### src/rtl/interface_hcsr04_bcd.sv
// HC-SR04 ranging front end: issues the trigger pulse, times the echo and
// reports the distance as three packed BCD digits, flagging missing/overlong echoes.
module interface_hcsr04_bcd #(
    parameter int CICLOS_TRIGGER = 500,
    parameter int CICLOS_POR_CM  = 2941,
    parameter int CICLOS_TIMEOUT = 1_500_000
) (
    input  logic        clock,
    input  logic        reset,
    input  logic        zera,
    input  logic        medir,
    input  logic        echo,
    output logic        trigger,
    output logic [11:0] medida,
    output logic        pronto,
    output logic        timeout,
    output logic        ocupado,
    output logic [3:0]  db_estado
);

    // state          | meaning
    // INICIAL        | idle, waiting for medir
    // PREPARA        | clear prescaler, BCD, trigger and timeout counters
    // ENVIA_TRIGGER  | trigger high for CICLOS_TRIGGER cycles
    // ESPERA_ECHO    | wait for rising edge of synchronized echo
    // MEDINDO        | echo high, accumulate centimetres in BCD
    // ARMAZENA       | publish BCD count, timeout=0
    // TIMEOUT        | publish 999, timeout=1
    // FINAL          | pronto pulse, back to idle
    typedef enum logic [3:0] {
        INICIAL       = 4'd0,
        PREPARA       = 4'd1,
        ENVIA_TRIGGER = 4'd2,
        ESPERA_ECHO   = 4'd3,
        MEDINDO       = 4'd4,
        ARMAZENA      = 4'd5,
        TIMEOUT       = 4'd6,
        FINAL         = 4'd7
    } estado_t;

    localparam int TRIG_W  = $clog2(CICLOS_TRIGGER);
    localparam int PRESC_W = $clog2(CICLOS_POR_CM);
    localparam int TMO_W   = $clog2(CICLOS_TIMEOUT);

    localparam logic [TRIG_W-1:0]  TRIG_LAST  = TRIG_W'(CICLOS_TRIGGER - 1);
    localparam logic [PRESC_W-1:0] PRESC_LAST = PRESC_W'(CICLOS_POR_CM - 1);
    localparam logic [TMO_W-1:0]   TMO_LAST   = TMO_W'(CICLOS_TIMEOUT - 1);

    estado_t             estado;
    logic                echo_s1;
    logic                echo_s2;
    logic                echo_d;
    logic                echo_rise;
    logic                echo_fall;
    logic [TRIG_W-1:0]   trig_cnt;
    logic [PRESC_W-1:0]  presc;
    logic [TMO_W-1:0]    tmo_cnt;
    logic [11:0]         bcd;

    // Decimal increment with carry units->tens->hundreds, sticking at 999.
    function automatic logic [11:0] bcd_inc(input logic [11:0] v);
        logic [11:0] r;
        r = v;
        if (v != 12'h999) begin
            if (v[3:0] != 4'd9) begin
                r[3:0] = v[3:0] + 4'd1;
            end else begin
                r[3:0] = 4'd0;
                if (v[7:4] != 4'd9) begin
                    r[7:4] = v[7:4] + 4'd1;
                end else begin
                    r[7:4]  = 4'd0;
                    r[11:8] = v[11:8] + 4'd1;
                end
            end
        end
        return r;
    endfunction

    always_ff @(posedge clock or negedge reset) begin
        if (!reset) begin
            echo_s1 <= 1'b0;
            echo_s2 <= 1'b0;
        end else if (zera) begin
            echo_s1 <= 1'b0;
            echo_s2 <= 1'b0;
        end else begin
            echo_s1 <= echo;
            echo_s2 <= echo_s1;
        end
    end

    // echo_d tracks the previous synchronized level, so an echo already high
    // on entry to ESPERA_ECHO never produces a rise.
    assign echo_rise = echo_s2 & ~echo_d;
    assign echo_fall = ~echo_s2 & echo_d;
    assign db_estado = estado;

    always_ff @(posedge clock or negedge reset) begin
        if (!reset) begin
            estado   <= INICIAL;
            trigger  <= 1'b0;
            medida   <= 12'h000;
            pronto   <= 1'b0;
            timeout  <= 1'b0;
            ocupado  <= 1'b0;
            echo_d   <= 1'b0;
            trig_cnt <= '0;
            presc    <= '0;
            tmo_cnt  <= '0;
            bcd      <= 12'h000;
        end else if (zera) begin
            estado   <= INICIAL;
            trigger  <= 1'b0;
            medida   <= 12'h000;
            pronto   <= 1'b0;
            timeout  <= 1'b0;
            ocupado  <= 1'b0;
            echo_d   <= 1'b0;
            trig_cnt <= '0;
            presc    <= '0;
            tmo_cnt  <= '0;
            bcd      <= 12'h000;
        end else begin
            echo_d <= echo_s2;
            pronto <= 1'b0;
            case (estado)
                INICIAL: begin
                    if (medir) begin
                        estado  <= PREPARA;
                        ocupado <= 1'b1;
                    end
                end
                PREPARA: begin
                    presc    <= '0;
                    bcd      <= 12'h000;
                    trig_cnt <= '0;
                    tmo_cnt  <= '0;
                    trigger  <= 1'b1;
                    estado   <= ENVIA_TRIGGER;
                end
                ENVIA_TRIGGER: begin
                    if (trig_cnt == TRIG_LAST) begin
                        trigger <= 1'b0;
                        estado  <= ESPERA_ECHO;
                    end else begin
                        trig_cnt <= trig_cnt + 1'b1;
                    end
                end
                ESPERA_ECHO: begin
                    tmo_cnt <= tmo_cnt + 1'b1;
                    if (tmo_cnt == TMO_LAST) begin
                        estado <= TIMEOUT;
                    end else if (echo_rise) begin
                        estado <= MEDINDO;
                    end
                end
                MEDINDO: begin
                    // The fall cycle still counts, so the window spans the full raw width.
                    tmo_cnt <= tmo_cnt + 1'b1;
                    if (presc == PRESC_LAST) begin
                        presc <= '0;
                        bcd   <= bcd_inc(bcd);
                    end else begin
                        presc <= presc + 1'b1;
                    end
                    if (echo_fall) begin
                        estado <= ARMAZENA;
                    end else if (tmo_cnt == TMO_LAST) begin
                        estado <= TIMEOUT;
                    end
                end
                ARMAZENA: begin
                    medida  <= bcd;
                    timeout <= 1'b0;
                    pronto  <= 1'b1;
                    estado  <= FINAL;
                end
                TIMEOUT: begin
                    medida  <= 12'h999;
                    timeout <= 1'b1;
                    pronto  <= 1'b1;
                    estado  <= FINAL;
                end
                FINAL: begin
                    ocupado <= 1'b0;
                    estado  <= INICIAL;
                end
                default: begin
                    trigger <= 1'b0;
                    ocupado <= 1'b0;
                    estado  <= INICIAL;
                end
            endcase
        end
    end

endmodule

### config.mk
export PLATFORM = sky130hd
export DESIGN_NAME = interface_hcsr04_bcd
export DESIGN_NICKNAME = d
export VERILOG_FILES = /design/src/rtl/interface_hcsr04_bcd.sv
export SDC_FILE = /design/constraint.sdc
export NUM_CORES = 1
export LEC_CHECK = 0
export BUFFER_PORTS_ARGS = -buffer_cell sky130_fd_sc_hd__buf_2
export CORE_MARGIN = 5
export CORE_UTILIZATION = 56
export CTS_CLUSTER_DIAMETER = 50
export DETAILED_ROUTE_END_ITERATION = 6
export PLACE_DENSITY = 0.84
export SLEW_MARGIN = 20
export SYNTH_ARGS = -nofsm -noshare
export SYNTH_HDL_FRONTEND = slang
export SYNTH_SLANG_ARGS = --single-unit
### constraint.sdc
create_clock -name clock -period 2.4 [get_ports clock]
set_input_delay 0 -clock clock [delete_from_list [all_inputs] [get_ports clock]]
set_output_delay 0 -clock clock [all_outputs]
set_load 0.02 [all_outputs]
==> results.py <==
metrics = {
    "sta": {
        "rsz0062_at_grt": "false",
        "maxSlewHeadroom": 0.373,
        "finalSetupViolCount": 0,
        "tightest_slew_ns": 0.940,
        "hold_violations": 0,
        "max_freq_mhz": 438,
        "layout_setup_ws_ns": 0.119,
        "fin_skew_ns": 0.00714,
        "slew_viol_final": 0,
        "fin_crit_sh": 0.950,
        "period_minus_slack_ns": 2.28,
        "setup-tns-final_ns": 0,
    },
    "clock_network": {
        "clkSlewWorstSetupHoldPaths_ns": 0.08,
        "cts_buffers": 9,
        "clock_sinks": 76,
        "clock-root-buffer": "clkbuf_8",
        "htree_levels": 3,
        "cts_tree": "built",
        "clockBufferDepth": 2,
        "worstSkewPairLatency_ns": 0.34,
    },
    "synth": {
        "synth_seq_area_share": 0.454,
        "yosys_warnings": 0,
        "synth_xor_area_frac": 0.0314,
        "synthFlopType": "dfrtp_1",
        "synthAdderAreaFrac": 0.0299,
        "synth_edf_count": 0,
        "yosysUniqueCellTypes": 57,
        "synth_area_um2": 4190,
        "synth-seq-cells": 76,
        "syn_area_per_cell_um2": 8.90,
        "synthArstFlopShare": 1.00,
        "synth-simple-area-share": 0.237,
        "syn_nets": 485,
        "postSynthCellCount": 470,
        "synth_top_family_by_area": "simple AND/OR/NAND/NOR gates",
        "synth_compound_area_frac": 0.208,
        "synthMuxAreaShare": 0.00478,
    },
    "critical_path": {
        "r2r_cells": 7,
        "cp-startpoint": "presc[0]",
        "worstSetupStartpointType": "register",
        "endpoint_kind": "register",
        "arrival_ns": 2.55,
        "worstPathRequired_ns": 2.67,
        "rrSetupSlack_ns": 0.12,
        "worstPathMaxFanout": 14,
        "crit_type": "reg -> reg",
        "r2r_end": "bcd[11]",
        "r2r-start": "presc[0]",
    },
    "power_and_ir_drop": {
        "ir_worst_vdd_v": 0.000351,
        "leakage_nw": 1.98,
        "power_density_nw_per_um2": 726,
    },
    "floorplan": {
        "core-area_um2": 7250,
        "die_x_um": 96.5,
        "pin_count": 25,
        "dieArea_um2": 9300,
        "fp.dieH_um": 96.5,
        "rows": 31,
        "initial_core_util": 0.577,
    },
    "routing": {
        "vias_per_cell": 6.17,
        "wl_met2_um": 4440,
        "post_drt_wl_per_cell_um": 15.8,
        "num_vias": 3708,
        "wl_met3_um": 553,
        "drtIter0Drc": 267,
        "firstDrtPassIters": 5,
        "met1Wirelength_um": 4270,
        "highest_layer": "met4",
        "drc_errors": 0,
        "drt_wl_total_um": 9520,
        "postRouteAntennaNets": 0,
    },
    "global_route": {
        "grt_pass1_vias": 3652,
        "grt_use_total": 0.227,
        "overflow": 0,
        "grt_antenna_before_repair": 0,
        "grt_pass1_wl_um": 16600,
        "grt_start_max_net_pins": 77,
    },
    "place": {
        "place_ws_ns": 0.107,
        "place_hpwl_um": 6530,
        "portBuffers": 23,
        "gp_congestion": 0.905,
    },
    "layout": {
        "drive_above_1_share": 0.120,
        "diodes": 0,
        "final_nets": 512,
        "area_growth_pct": 12.2,
    },
    "worst_hold_path": {
        "hold_start": "medir",
        "hold_depth": 5,
        "min_to": "ocupado",
        "hold_class": "in -> reg",
    },
    "status": {
        "status": "finished clean",
    },
    "flow_run": {
        "cap_viol_max_count": 0,
    },
}
logic make-up (layout without fill, tap and decap cells):
kind of cell	after synthesis	count (layout)
AND/OR/NAND/NOR	194	194
AO/OA/AOI/OAI	136	136
flip-flops	76	76
buffers and inverters	36	68
XOR/XNOR	15	15
adder cells (fa/ha/maj)	10	10
multiplexers	2	2
other	1	1
cells in the mapped netlist (2+ instances only):
cell type   n  area [um^2]
nand2_1    42          158
ha_1       10          125
o21ai_0    40          200
nand2b_1    6         37.5
a21o_1      4         30.0
o21bai_1    2         15.0
or2_2       2         12.5
nor3b_1     2         15.0
a31oi_1     3         18.8
nand3_1    28          140
o211ai_1    2         15.0
and2_1      5         31.3
nor3_1      9         45.0
nor4_1      4         25.0
mux2i_1     2         20.0
o32ai_1     2         17.5
a21oi_1    26          130
o21ai_1     4         20.0
o31ai_1    17          128
clkbuf_1   14         52.6
dfrtp_1    76         1900
and4_1      2         17.5
a41oi_1     3         26.3
inv_1      14         52.6
o22ai_1     6         37.5
o21a_1      2         15.0
o41ai_1     5         43.8
nand3b_1    6         45.0
a2111oi_0   2         17.5
nor2_1     44          165
a21boi_0    2         15.0
nand4_1    10         62.6
buf_2       3         15.0
xnor2_1    12          105
nor2b_1    12         75.1
xor2_1      3         26.3
a211oi_1    8         60.1
nor4b_1     2         17.5
or3_1       5         31.3
or4_1       4         30.0
buf_1       3         11.3
and3_1      7         43.8
repair_timing:
item / 4_1_cts / 5_1_grt
buffers inserted: 0 / 0
hold endpoints to repair: 77 / 0
hold buffers: 2 / 0
endpoints found under the setup margin: 0 / 5
resized for setup: 0 / 3
cell type report:
cell class                      instances  area, um^2
Timing Repair Buffer                   37         228
Tap cell                               99         124
Inverter                               15        56.3
Clock inverter                          3        42.5
Clock buffer                           13         179
Fill cell                             589        2560
Multi-Input combinational cell        358        2170
Sequential cell                        76        1900
state kept, by name, indices dropped and copies added, names as in the netlist, 3 cells and up:
register / cells
trig_cnt: 9
presc: 12
bcd: 12
tmo_cnt: 21
db_estado: 3
medida: 12
report_power, final:
part	internal, mW	switching, mW	total, mW
combinational	0.308	0.622	0.929
sequential	1.34	0.0912	1.43
clock	0.592	0.456	1.05
total	2.24	1.17	3.41
per-stage QoR:
step | utilization | total power, mW | cells | hold slack, ns | cell area (um^2)
after floorplan | - | 2.07 | 470 | -0.296 | 4190
after global placement | 0.612 | 2.33 | 583 | 0.197 | 4440
after detailed placement | 0.612 | 2.36 | 583 | 0.208 | 4440
after CTS | 0.645 | 3.41 | 601 | 0.0866 | 4680
after global routing | 0.648 | 3.61 | 601 | 0.150 | 4700
final | 0.648 | 3.41 | 601 | 0.101 | 4700
how the worst max path moves through the flow:
stage	slack (ns)	depth (start not counted)	to
2_1_floorplan	0.38	7	bcd[11]
3_3_place_gp	0.18	7	bcd[11]
3_5_place_dp	0.11	4	bcd[11]
4_1_cts	0.06	7	bcd[11]
5_1_grt	0.03	7	bcd[11]
6_report	0.12	7	bcd[11]
routing by layer:
layer / global-route usage / vias to the layer above
li1: - / 1763
met1: 0.304 / 1785
met2: 0.358 / 133
met3: 0.0372 / 27
met4: 0.110 / 0
met5: 0 / -
worst max-delay path, cell delays in order (launching register included):
cell and delay [ns]:
dfrtp_1 0.43, inv_1 0.08, ha_1 0.15, nand3b_1 0.11, or3_4 0.41, o31a_4 0.35, or4_1 0.51, a21oi_1 0.15
cell usage in the layout, fill, tap and decap left out, drive strengths merged, types with 3 or more instances in the layout:
| master | n |
|---|---|
| buf | 35 |
| or4 | 4 |
| a21o | 4 |
| nand3 | 28 |
| dfrtp | 76 |
| a21oi | 26 |
| and3 | 7 |
| a41oi | 3 |
| a31oi | 3 |
| a211oi | 8 |
| nand2b | 6 |
| o41ai | 6 |
| o21ai | 44 |
| inv | 14 |
| nor2b | 12 |
| ha | 10 |
| and2 | 5 |
| o22ai | 6 |
| nor3 | 10 |
| nand2 | 42 |
| o31ai | 17 |
| nand3b | 6 |
| clkbuf | 13 |
| or3 | 6 |
| xnor2 | 12 |
| nand4 | 10 |
| xor2 | 3 |
| nor4 | 4 |
| nor2 | 44 |
Power figures use the tool's default switching activity.
